**src/rtl/fifo_pop_serializer_pkg.sv**
```systemverilog
// Shared types and constants for the FIFO pop serializer.
// Latency: n/a (declarations only).
// Backpressure: n/a.
package fifo_pop_serializer_pkg;

  typedef enum logic [0:0] {
    IDLE  = 1'b0,
    SHIFT = 1'b1
  } ser_state_e;

  // Width of the optional output-stall counter.
  localparam int STALL_CNT_W = 16;

  // Beat counter width; a single-slice word still keeps a 1-bit counter.
  function automatic int cnt_width(input int ratio);
    return (ratio > 1) ? $clog2(ratio) : 1;
  endfunction

endpackage

```
**src/rtl/fifo_pop_serializer_if.sv**
```systemverilog
// FIFO-side and stream-side signals of the pop serializer, bundled.
// Latency: n/a (wiring only).
// Backpressure: ready_i from the consumer, fifo_empty_i from the FIFO.
interface fifo_pop_serializer_if #(
  parameter int IN_WIDTH  = 32,
  parameter int OUT_WIDTH = 8
);

  logic                 flush_i;
  logic                 fifo_empty_i;
  logic [IN_WIDTH-1:0]  fifo_data_i;
  logic                 fifo_pop_o;
  logic                 valid_o;
  logic                 ready_i;
  logic [OUT_WIDTH-1:0] data_o;
  logic                 last_o;
  logic                 busy_o;

  // Serializer's view.
  modport master (
    input  flush_i, fifo_empty_i, fifo_data_i, ready_i,
    output fifo_pop_o, valid_o, data_o, last_o, busy_o
  );

  // Environment's view (FIFO + consumer).
  modport slave (
    output flush_i, fifo_empty_i, fifo_data_i, ready_i,
    input  fifo_pop_o, valid_o, data_o, last_o, busy_o
  );

endinterface

```
**src/rtl/fifo_pop_serializer.sv**
```systemverilog
// Pops IN_WIDTH words from a FIFO and streams them as RATIO OUT_WIDTH beats, LSB slice first.
// Latency: first beat valid one cycle after the pop; RATIO handshakes per word, no bubble between words.
// Backpressure: ready_i low holds the beat stable; next pop only on the last-beat handshake.
// Optional: FIFO_POP_SERIALIZER_STALL_CNT_EN adds stall_cnt_o (saturating count of valid && !ready cycles).
module fifo_pop_serializer
  import fifo_pop_serializer_pkg::*;
#(
  parameter int IN_WIDTH  = 32,
  parameter int OUT_WIDTH = 8
) (
  input  logic                   clk_i,
  input  logic                   rst_ni,
  fifo_pop_serializer_if.master  bus
`ifdef FIFO_POP_SERIALIZER_STALL_CNT_EN
  ,
  output logic [STALL_CNT_W-1:0] stall_cnt_o
`endif
);

  localparam int SAFE_OUT = (OUT_WIDTH > 0) ? OUT_WIDTH : 1;
  localparam int RATIO    = IN_WIDTH / SAFE_OUT;
  localparam int CNT_W    = cnt_width(RATIO);
  localparam logic [CNT_W-1:0] LAST_CNT = CNT_W'(RATIO - 1);

  // Word must split into whole beats.
  if ((OUT_WIDTH <= 0) || ((IN_WIDTH % SAFE_OUT) != 0)) begin : g_bad_width
    $error("fifo_pop_serializer: IN_WIDTH must be a non-zero multiple of OUT_WIDTH");
  end

  ser_state_e             state_q;
  logic [CNT_W-1:0]       beat_cnt_q;
  logic [IN_WIDTH-1:0]    word_q;
  logic [OUT_WIDTH-1:0]   slice;
  logic                   in_shift;
  logic                   is_last;
  logic                   hs;
  logic                   pop;

  assign in_shift = (state_q == SHIFT);
  assign is_last  = in_shift && (beat_cnt_q == LAST_CNT);
  assign hs       = in_shift && bus.ready_i;
  // Pop on an idle stage or on the last-beat handshake so words flow without a bubble.
  assign pop      = !bus.flush_i && !bus.fifo_empty_i && (!in_shift || (hs && is_last));

  // Slice mux: a single-slice word needs no indexing.
  if (RATIO == 1) begin : g_one_slice
    assign slice = word_q[OUT_WIDTH-1:0];
  end else begin : g_multi_slice
    logic [RATIO-1:0][OUT_WIDTH-1:0] slices;
    assign slices = word_q;
    assign slice  = slices[beat_cnt_q];
  end

  assign bus.fifo_pop_o = pop;
  assign bus.valid_o    = in_shift;
  assign bus.data_o     = in_shift ? slice : '0;
  assign bus.last_o     = is_last;
  assign bus.busy_o     = in_shift;

  // Control FSM: loads words on pop, steps the beat counter on each handshake.
  always_ff @(posedge clk_i or negedge rst_ni) begin
    if (!rst_ni) begin
      state_q    <= IDLE;
      beat_cnt_q <= '0;
      word_q     <= '0;
    end else if (bus.flush_i) begin
      state_q    <= IDLE;
      beat_cnt_q <= '0;
      word_q     <= '0;
    end else begin
      case (state_q)
        IDLE: begin
          if (pop) begin
            word_q     <= bus.fifo_data_i;
            beat_cnt_q <= '0;
            state_q    <= SHIFT;
          end
        end
        SHIFT: begin
          if (hs) begin
            if (!is_last) begin
              beat_cnt_q <= beat_cnt_q + CNT_W'(1);
            end else if (pop) begin
              word_q     <= bus.fifo_data_i;
              beat_cnt_q <= '0;
            end else begin
              beat_cnt_q <= '0;
              state_q    <= IDLE;
            end
          end
        end
        default: begin
          state_q    <= IDLE;
          beat_cnt_q <= '0;
        end
      endcase
    end
  end

`ifdef FIFO_POP_SERIALIZER_STALL_CNT_EN
  logic [STALL_CNT_W-1:0] stall_q;

  // Saturating count of cycles where a beat waits on the consumer.
  always_ff @(posedge clk_i or negedge rst_ni) begin
    if (!rst_ni) begin
      stall_q <= '0;
    end else if (bus.flush_i) begin
      stall_q <= '0;
    end else if (in_shift && !bus.ready_i && (stall_q != '1)) begin
      stall_q <= stall_q + STALL_CNT_W'(1);
    end
  end

  assign stall_cnt_o = stall_q;
`endif

endmodule

```
**src/flat_wrapper.sv**
```systemverilog
// flat-port wrapper written by rule: the top's interface ports become plain ports
module fifo_pop_serializer_flat import fifo_pop_serializer_pkg::*;
#(
  parameter int IN_WIDTH  = 32,
  parameter int OUT_WIDTH = 8
)
  (clk_i, rst_ni, bus_flush_i, bus_fifo_empty_i, bus_fifo_data_i, bus_ready_i, bus_fifo_pop_o, bus_valid_o, bus_data_o, bus_last_o, bus_busy_o);
  fifo_pop_serializer_if #(.IN_WIDTH(IN_WIDTH), .OUT_WIDTH(OUT_WIDTH)) bus_i ();
  input  logic clk_i;
  input  logic rst_ni;
  input wire logic [$bits(bus_i.flush_i)-1:0] bus_flush_i;
  input wire logic [$bits(bus_i.fifo_empty_i)-1:0] bus_fifo_empty_i;
  input wire logic [$bits(bus_i.fifo_data_i)-1:0] bus_fifo_data_i;
  input wire logic [$bits(bus_i.ready_i)-1:0] bus_ready_i;
  output wire logic [$bits(bus_i.fifo_pop_o)-1:0] bus_fifo_pop_o;
  output wire logic [$bits(bus_i.valid_o)-1:0] bus_valid_o;
  output wire logic [$bits(bus_i.data_o)-1:0] bus_data_o;
  output wire logic [$bits(bus_i.last_o)-1:0] bus_last_o;
  output wire logic [$bits(bus_i.busy_o)-1:0] bus_busy_o;
  assign bus_i.flush_i = bus_flush_i;
  assign bus_i.fifo_empty_i = bus_fifo_empty_i;
  assign bus_i.fifo_data_i = bus_fifo_data_i;
  assign bus_i.ready_i = bus_ready_i;
  assign bus_fifo_pop_o = bus_i.fifo_pop_o;
  assign bus_valid_o = bus_i.valid_o;
  assign bus_data_o = bus_i.data_o;
  assign bus_last_o = bus_i.last_o;
  assign bus_busy_o = bus_i.busy_o;
  fifo_pop_serializer #(.IN_WIDTH(IN_WIDTH), .OUT_WIDTH(OUT_WIDTH)) u_core (.clk_i(clk_i), .rst_ni(rst_ni), .bus(bus_i));
endmodule
```
**config.mk**
```make
export PLATFORM = sky130hd
export DESIGN_NAME = fifo_pop_serializer_flat
export DESIGN_NICKNAME = d
export VERILOG_FILES = /design/src/rtl/fifo_pop_serializer_pkg.sv /design/src/rtl/fifo_pop_serializer_if.sv /design/src/rtl/fifo_pop_serializer.sv /design/src/flat_wrapper.sv
export SDC_FILE = /design/constraint.sdc
export NUM_CORES = 1
export LEC_CHECK = 0
export ABC_AREA = 0
export BUFFER_PORTS_ARGS = -buffer_cell sky130_fd_sc_hd__buf_2
export CORE_UTILIZATION = 56
export DETAILED_ROUTE_END_ITERATION = 7
export PLACE_DENSITY_LB_ADDON = 0.08
export SLEW_MARGIN = 25
export SYNTH_ARGS = -nofsm -noshare
export SYNTH_HDL_FRONTEND = slang
export SYNTH_SLANG_ARGS = --single-unit
```
**constraint.sdc**
```tcl
create_clock -name clk_i -period 2.93 [get_ports clk_i]
set_input_delay 0.4395 -clock clk_i [delete_from_list [all_inputs] [get_ports clk_i]]
set_output_delay 0.4395 -clock clk_i [all_outputs]
set_load 0.1 [all_outputs]
```
==> results of run 1 <==
-- cells by family (layout without fill, tap and decap cells) --
kind of cell	Yosys count	count (layout)	synth area share
DFF	35	35	0.474
and+or+nand+nor	78	78	0.198
buffers and inverters	22	58	0.0663
adders and majority gates	1	1	0.00676
muxes	8	8	0.0974
AOI/OAI and AO/OA	39	39	0.158
-- cell usage after synthesis (all sizes together) --
library cell / n
and2: 9
a21bo: 1
buf: 14
a21oi: 3
mux4: 8
ha: 1
nand2: 33
clkbuf: 7
or2: 1
nand3: 32
nor2: 1
nor3: 1
inv: 1
nand4b: 1
o211ai: 34
dfrtp: 35
a21boi: 1
-- flip-flops by register name, indices dropped and copies added, names as in the netlist --
name	cells
u_core.bus.busy_o	1
u_core.g_multi_slice.slices	32
u_core.beat_cnt_q	2
-- final cells by class --
type | count | area, um2
clock buffers | 7 | 45.0
flip-flops and latches | 35 | 876
clock inverters | 1 | 5.00
repair buffers | 49 | 248
fillers | 280 | 1010
multi-input cells | 126 | 861
well taps | 44 | 55.1
inverters | 1 | 3.75
-- worst max-delay path: stages, from the launching register on --
cell and delay (ps):
dfrtp_1 740, mux4_2 570, and2_1 170, buf_2 290
-- final timing paths --
kind / cells after the start / end / slack, ps
min: 1 / u_core.g_multi_slice.slices[12] / 160
min reg2reg: 2 / u_core.g_multi_slice.slices[3] / 540
max in group asynchronous: 1 / u_core.g_multi_slice.slices[23] / 2280
max reg2reg: 4 / u_core.g_multi_slice.slices[23] / 960
max: 3 / bus_data_o[6] / 380
min in group clk_i: 3 / u_core.g_multi_slice.slices[1] / 300
-- placed cells by master (no fill, tap or decap), types with 2 or more instances in the layout --
master | Yosys | final
clkbuf_1 | 6 | 2
o211ai_1 | 34 | 34
and2_1 | 9 | 9
mux4_2 | 8 | 8
a21oi_1 | 3 | 3
dfrtp_1 | 35 | 35
buf_2 | 7 | 48
nand2_1 | 33 | 33
nand3_1 | 32 | 32
clkbuf_4 | 0 | 5
-- stage by stage --
| stage | hold WS [ps] | util | setup slack, ps | instances |
|---|---|---|---|---|
| after floorplan | 144 | - | 37.3 | 183 |
| after global placement | 505 | 0.657 | 760 | 255 |
| after detailed placement | 514 | 0.658 | 731 | 255 |
| after CTS | 178 | 0.675 | 353 | 263 |
| after global routing | 209 | 0.675 | 274 | 263 |
| final | 164 | 0.675 | 384 | 263 |
-- power by group --
part | total [mW] | internal [mW] | switching (mW)
Clock | 0.247 | 0.0934 | 0.153
Sequential | 0.534 | 0.510 | 0.0244
Combinational | 0.178 | 0.0566 | 0.122
-- routing by layer --
metal / GRT usage / up-vias / wire, um
met3: 0.0808 / 7 / 245
met2: 0.400 / 49 / 2030
met4: 0.0884 / 0 / 51
met5: 0 / - / 0
met1: 0.372 / 770 / 1790
li1: - / 738 / -
==> reports/qor.csv, run 1 <==
metric;value;unit
minimum clock period;2550;ps
1st-pass router iterations;4;
clock slew at reported path FFs;90;ps
vias per cell;5.95;
Starting Density;0.596;
DRC viols;0;
relative slew slack;0.365;
sequential cell area fraction in the yosys report;0.474;
Post-CTS Hold Fix Bufs;0;
overall global routing resource usage;0.267;
Arr. time, crit path;2110;ps
Synth Instances;183;
run status;finished clean;
via count;1564;
Max H-tree Level;2;
power density over cell area;458;mW/mm2
RSZ-0062 raised after global routing;no;
HPWL after detailed placement;2610;um
Die Span Y;59.5;um
Avg Inst Size Synth;10.1;um2
Final TNS setup;0;ps
CTS tree;built;
Synth top area share;0.474;
Die Span X;59.5;um
Worst EP required;2490;ps
worst reg2reg path startpoint;u_core.beat_cnt_q[0];
Core Area;0.00310;mm2
crit path kind;register to output port;
RePlAce Congestion;0.785;
Setup Skew;5.92;ps
Ys Warns;0;
Startpoint Class;register;
fin crit share;0.869;
Max Clk Rate;393;MHz
CTS Buffer Depth;2;
total congestion overflow;0;
Routed Antenna Nets;0;
worst hold path type;input pin to async pin;
cell type with the highest aggregate area in the netlist;dfrtp_1;
Antenna Cells;0;
Routed WL;4120;um
PortBufs;48;
final setup fails;0;
static leakage;1.08;nW
CTS sink cnt;35;
Slew @ Worst Pin;952;ps
largest net degree at the start of global routing;38;
mapped cell area;0.00185;mm2
num rows;20;
fin nets;256;
CP max FO;11;
Die ar.;0.00354;mm2
First DRT Iteration DRCs;85;
Resize count post-CTS;0;
Max Slew Vio Count;0;
syn nets;221;
Power, Total;0.959;mW
Final Hold Viols;0;
Placed Area;0.00204;mm2
Area contributors post-synth;dfrtp_1 47%, o211ai_1 14%, mux4_2 9.7%, nand3_1 8.7%, nand2_1 6.7%;
initial antenna violation count;0;
CP Launch Point;u_core.beat_cnt_q[0];
register bit total from synthesis;35;
routed len/inst;15.7;um
Syn-to-layout area delta;13.2;%
Inserted Clock Buffers;5;
CTS root buf;clkbuf_4;
peak supply drop;0.234;mV
count of cell types in the netlist;21;
Setup Buffers After CTS;0;
Crit. End Element;output port;
first-pass GRT wire length;6850;um
Design Area, Final;0.00209;mm2
max-cap viol count;0;
vias in the first global route;1461;
layout cell share with drive strength beyond 1;0.311;
# IOs;49;
clk_lat worst skew;340;ps
Power figures use the tool's default switching activity.
==> run 2: changes to the inputs <==
Settings changed: CORE_UTILIZATION 56 to 52.
Clock period 2.93 ns to 2.4 ns, I/O delays scaled along.
==> reports/qor.csv, run 2 (synthesized netlist as in run 1, its figures left out) <==
metric;value;unit;change
run status;finished clean;;
Antenna Cells;0;;unchanged
via count;1556;;-0.51%
slowest CP cell;dfrtp_1;;
worst setup margin;104;ps;-280 ps
Setup Buffers After CTS;0;;unchanged
Max Clk Rate;436;MHz;
minimum clock period;2300;ps;
First DRT Iteration DRCs;82;;-3.5%
Reg power frac;0.521;;-0.036
power share of the combinational group;0.184;;-0.002
CTS sink cnt;35;;unchanged
fin nets;259;;+1.2%
power density over cell area;581;mW/mm2;+27%
RSZ-0062 raised after global routing;no;;
Max Slew Vio Count;0;;unchanged
Clk network pwr share;0.296;;+0.039
commonest non-fill, non-tap cell in the layout;buf_2;;
layout cell share with drive strength beyond 1;0.329;;+0.0183
initial antenna violation count;0;;unchanged
peak supply drop;0.364;mV;+56%
PortBufs;48;;unchanged
Worst EP required;2040;ps;-450 ps
CP max FO;10;;-1
CTS Buffer Depth;2;;unchanged
1st-pass router iterations;4;;unchanged
Die Span Y;61.6;um;+3.6%
CP endpoint;bus_fifo_pop_o;;
largest net degree at the start of global routing;36;;-5.3%
vias per cell;5.81;;-2.4%
stages on the worst setup path;4;;+1
net switching fraction of the power;0.305;;-0.00732
switching power;0.382;mW;+28%
Arr. time, crit path;1940;ps;-170 ps
worst hold path type;input pin to async pin;;
Inserted Clock Buffers;5;;unchanged
crit path kind;register to output port;;
overall global routing resource usage;0.267;;-0.000635
most frequent cells in the layout;48 x buf_2, 34 x o211ai_1, 34 x dfrtp_1, 33 x nand2_1, 32 x nand3_1;;
Design Area, Final;0.00216;mm2;+3.0%
vias in the first global route;1470;;+0.62%
Crit Reg-Reg Endpoint;u_core.g_multi_slice.slices[28];;
worst slack, placed;279;ps;-452 ps
Startpoint Class;register;;
Core Area;0.00336;mm2;+8.4%
final setup fails;0;;unchanged
Max H-tree Level;2;;unchanged
CTS tree;built;;
CTS root buf;clkbuf_4;;
WP buf/inv;1;;unchanged
R2R cell count;5;;+1
HPWL after detailed placement;3000;um;+15%
clk_lat worst skew;340;ps;about the same
num rows;21;;+5.0%
Syn-to-layout area delta;16.6;%;
Slew @ Worst Pin;782;ps;-170 ps
DRC viols;0;;unchanged
Setup Skew;5.71;ps;-0.217 ps
Routed WL;4470;um;+8.6%
worst reg2reg path startpoint;u_core.beat_cnt_q[1];;
routed len/inst;16.7;um;+6.6%
Routed Antenna Nets;0;;unchanged
CP peak stage delay;640;ps;-100 ps
reg2reg setup slack;620;ps;-340 ps
Final TNS setup;0;ps;unchanged
max reg flops;32;;unchanged
RePlAce Congestion;0.786;;+0.17%
Die Span X;61.6;um;+3.6%
Die ar.;0.00380;mm2;+7.4%
Crit. End Element;output port;;
first-pass GRT wire length;7020;um;+2.4%
Placed Area;0.00209;mm2;+2.1%
Post-CTS Hold Fix Bufs;0;;unchanged
total congestion overflow;0;;unchanged
fin crit share;0.956;;
clock slew at reported path FFs;110;ps;+20 ps
# IOs;49;;unchanged
crit-path cells;ha_1, a21boi_2, nor3_4, buf_2;;
max-cap viol count;0;;unchanged
Starting Density;0.550;;-0.0461
Top delay family on crit path;flip-flops;;
CP Launch Point;u_core.beat_cnt_q[1];;
relative slew slack;0.479;;+0.114
Final Hold Viols;0;;unchanged
Pint;0.871;mW;+32%
static leakage;1.10;nW;+2.7%
-- run 2: changes by cell type in the layout (fill, tap and decap cells not counted), sizes merged --
cell	previous run	this run
clkinv	1	0
buf	49	52
clkbuf	7	8
-- run 2: worst min-delay path by stage --
stage | start | to | slack (ps) | cells past startpoint
6_report | rst_ni | u_core.bus.busy_o | 80 | 1
5_1_grt | rst_ni | u_core.bus.busy_o | 110 | 1
3_3_place_gp | rst_ni | u_core.bus.busy_o | 470 | 1
2_1_floorplan | rst_ni | u_core.beat_cnt_q[0] | 60 | 0
4_1_cts | rst_ni | u_core.bus.busy_o | 100 | 1
3_5_place_dp | rst_ni | u_core.bus.busy_o | 480 | 1
-- run 2: final cells by class --
type	instances	area, um2
Fill cell	317	1210
Sequential cell	35	877
Multi-Input combinational cell	126	867
Timing Repair Buffer	52	283
Clock buffer	8	68.8
Tap cell	46	57.6
Inverter	1	3.75
-- run 2: worst register-to-register path: cells and delay by family (launching register included) --
| kind | cells | cell delay [ps] |
|---|---|---|
| adder cells (fa/ha/maj) | 1 | 320 |
| AND/OR/NAND/NOR | 1 | 110 |
| AO/OA/AOI/OAI | 2 | 370 |
| flip-flops | 1 | 560 |
| buffers and inverters | 1 | 360 |
-- run 2: power by group through the flow --
stage	clock (mW)	combinational, mW	sequential (mW)
floorplan	0	0.164	0.655
global placement	0	0.225	0.661
detailed placement	0	0.232	0.664
CTS	0.372	0.232	0.652
global route	0.403	0.251	0.657
finish	0.370	0.230	0.652
-- run 2: repair_timing --
item                                    4_1_cts  5_1_grt
endpoints found under the setup margin        9        0
gates resized for setup                       1        0
hold endpoints to repair                      0        0
-- run 2: stage by stage --
stage	std cells	hold WS, ps	total power [mW]	utilization
floorplan	183	64.4	0.819	-
global placement	260	468	0.886	0.619
detailed placement	260	481	0.896	0.621
CTS	268	100	1.26	0.641
global route	268	112	1.31	0.641
finish	268	80.2	1.25	0.641
-- run 2: per-layer routing --
| metal | up-vias | track usage | share of wire |
|---|---|---|---|
| li1 | 745 | - | - |
| met1 | 760 | 0.361 | 0.45 |
| met2 | 46 | 0.432 | 0.50 |
| met3 | 5 | 0.0693 | 0.047 |
| met4 | 0 | 0.0667 | 0.011 |
| met5 | - | 0 | 0 |
==> run 3: changes to the inputs <==
Settings changed: CORE_MARGIN set to 2, CORE_UTILIZATION 52 to 47.
Clock period 2.4 ns to 2 ns, I/O delays scaled along.
==> reports/qor.csv, run 3 (synthesized netlist as in run 1, its figures left out) <==
metric;value;unit;change
run status;finished clean;;
Clk network pwr share;0.345;;+0.049
DRC viols;0;;unchanged
largest net degree at the start of global routing;34;;-5.6%
minimum clock period;1960;ps;
Setup Skew;5.30;ps;-0.407 ps
Pint;1.17;mW;+34%
peak supply drop;0.403;mV;+11%
vias in the first global route;1602;;+9.0%
worst hold path type;input pin to register;;
commonest non-fill, non-tap cell in the layout;buf_2;;
clock slew at reported path FFs;70;ps;-40 ps
fin crit share;0.981;;
RSZ-0062 raised after global routing;yes;;
Hold Slack;219;ps;+139 ps
Routed WL;4400;um;-1.6%
power share of the combinational group;0.180;;-0.004
Starting Density;0.498;;-0.0522
Die Span X;66.7;um;+8.3%
static leakage;1.17;nW;+5.5%
Die Span Y;66.7;um;+8.3%
initial antenna violation count;0;;unchanged
Max Clk Rate;509;MHz;
max reg flops;32;;unchanged
num rows;22;;+4.8%
slowest CP cell;mux4_2;;
CTS sink cnt;35;;unchanged
net switching fraction of the power;0.286;;-0.0185
Setup Buffers After CTS;0;;unchanged
Routed Antenna Nets;0;;unchanged
Crit. End Element;output port;;
crit-path cells;buf_4, mux4_2, and2_1, buf_6;;
CP peak stage delay;490;ps;-150 ps
WP buf/inv;2;;+1
crit path kind;register to output port;;
Slew @ Worst Pin;631;ps;-151 ps
power density over cell area;706;mW/mm2;+22%
Antenna Cells;0;;unchanged
Design Area, Final;0.00232;mm2;+7.4%
Max Slew Vio Count;0;;unchanged
Syn-to-layout area delta;25.3;%;
layout cell share with drive strength beyond 1;0.348;;+0.0190
Die ar.;0.00445;mm2;+17%
Layout Cells excl Fill;278;;+3.7%
CTS root buf;clkbuf_8;;
Top delay family on crit path;multiplexers;;
Final Hold Viols;0;;unchanged
fin nets;267;;+3.1%
Filler Cells Inserted;347;;+9.5%
Inserted Clock Buffers;5;;unchanged
RePlAce Congestion;0.742;;-5.7%
via count;1577;;+1.3%
routed len/inst;15.8;um;-5.1%
final setup fails;0;;unchanged
First DRT Iteration DRCs;111;;+35%
switching power;0.468;mW;+23%
Reg power frac;0.475;;-0.046
placed insts;269;;+3.5%
Power, Total;1.64;mW;+31%
Startpoint Class;register;;
max-cap viol count;0;;unchanged
CTS tree;built;;
PortBufs;48;;unchanged
Worst EP required;1700;ps;-340 ps
most frequent cells in the layout;38 x buf_2, 34 x o211ai_1, 34 x dfrtp_1, 33 x nand2_1, 32 x nand3_1;;
first-pass GRT wire length;7510;um;+7.1%
relative slew slack;0.579;;+0.100
HPWL after detailed placement;3070;um;+2.3%
1st-pass router iterations;4;;unchanged
# IOs;49;;unchanged
CP max FO;6;;-4
clk_lat worst skew;290;ps;-50 ps
overall global routing resource usage;0.227;;-0.0395
Placed Area;0.00215;mm2;+3.1%
total congestion overflow;0;;unchanged
Max H-tree Level;2;;unchanged
vias per cell;5.67;;-2.3%
Arr. time, crit path;1660;ps;-280 ps
Core Area;0.00372;mm2;+10%
CTS Buffer Depth;2;;unchanged
run 3: cell count changes in the layout (fill, tap and decap cells not counted), moves of 5 or more:
cell	change
buf_4	+8
buf_6	+9
buf_2	-10
clkbuf_4	-5
clkbuf_8	+5
run 3: per-stage QoR:
| stage | TNS [ps] | utilization | setup slack, ps |
|---|---|---|---|
| global route | -122 | 0.624 | -30.0 |
| floorplan | -69.3 | - | -69.3 |
| CTS | 0 | 0.621 | 4.61 |
| detailed placement | 0 | 0.579 | 243 |
| finish | 0 | 0.624 | 37.0 |
| global placement | 0 | 0.579 | 257 |
run 3: worst register-to-register path: stages (launching register included):
cell	delay (ps)
dfrtp_1	350
buf_4	160
ha_1	260
a21bo_2	580
nand3_1	180
nand2_1	100
run 3: cell type report:
cell class	instances	area [um2]	share of cell area
clock buffers	8	100	0.0432
inverters	1	3.75	0.00162
multi-input cells	126	870	0.375
flip-flops and latches	35	880	0.380
well taps	48	60.1	0.0259
repair buffers	60	404	0.174
run 3: final timing paths:
check                                                      from                         endpoint  slack [ps]  cells past startpoint
worst max-delay path                       u_core.beat_cnt_q[0]                    bus_data_o[0]          40                      4
worst min-delay path                        bus_fifo_data_i[16]  u_core.g_multi_slice.slices[16]         220                      3
worst max register to register             u_core.beat_cnt_q[0]  u_core.g_multi_slice.slices[30]         310                      5
worst min register to register  u_core.g_multi_slice.slices[24]  u_core.g_multi_slice.slices[24]         530                      2
max in group asynchronous                                rst_ni  u_core.g_multi_slice.slices[25]        1020                      3
min in group asynchronous                                rst_ni  u_core.g_multi_slice.slices[31]         480                      2
run 3: power by group through the flow:
stage          clock network (mW)  registers [mW]  logic [mW]
2_1_floorplan                   0           0.788       0.199
3_3_place_gp                    0           0.789       0.281
3_5_place_dp                    0           0.790       0.287
4_1_cts                     0.571           0.777       0.297
5_1_grt                     0.619           0.781       0.322
6_report                    0.564           0.777       0.295
run 3: repair_timing:
action / 4_1_cts / 5_1_grt
setup endpoints to repair: 9 / 9
hold buffers: 1 / 0
hold endpoints to repair: 17 / 0
resized for setup: 15 / 3
run 3: layer usage:
| metal | global-route usage | up-vias | share of wire |
|---|---|---|---|
| li1 | - | 757 | - |
| met1 | 0.283 | 783 | 0.44 |
| met2 | 0.393 | 33 | 0.51 |
| met3 | 0.0557 | 4 | 0.046 |
| met4 | 0.0638 | 0 | 0.0089 |
| met5 | 0 | - | 0 |
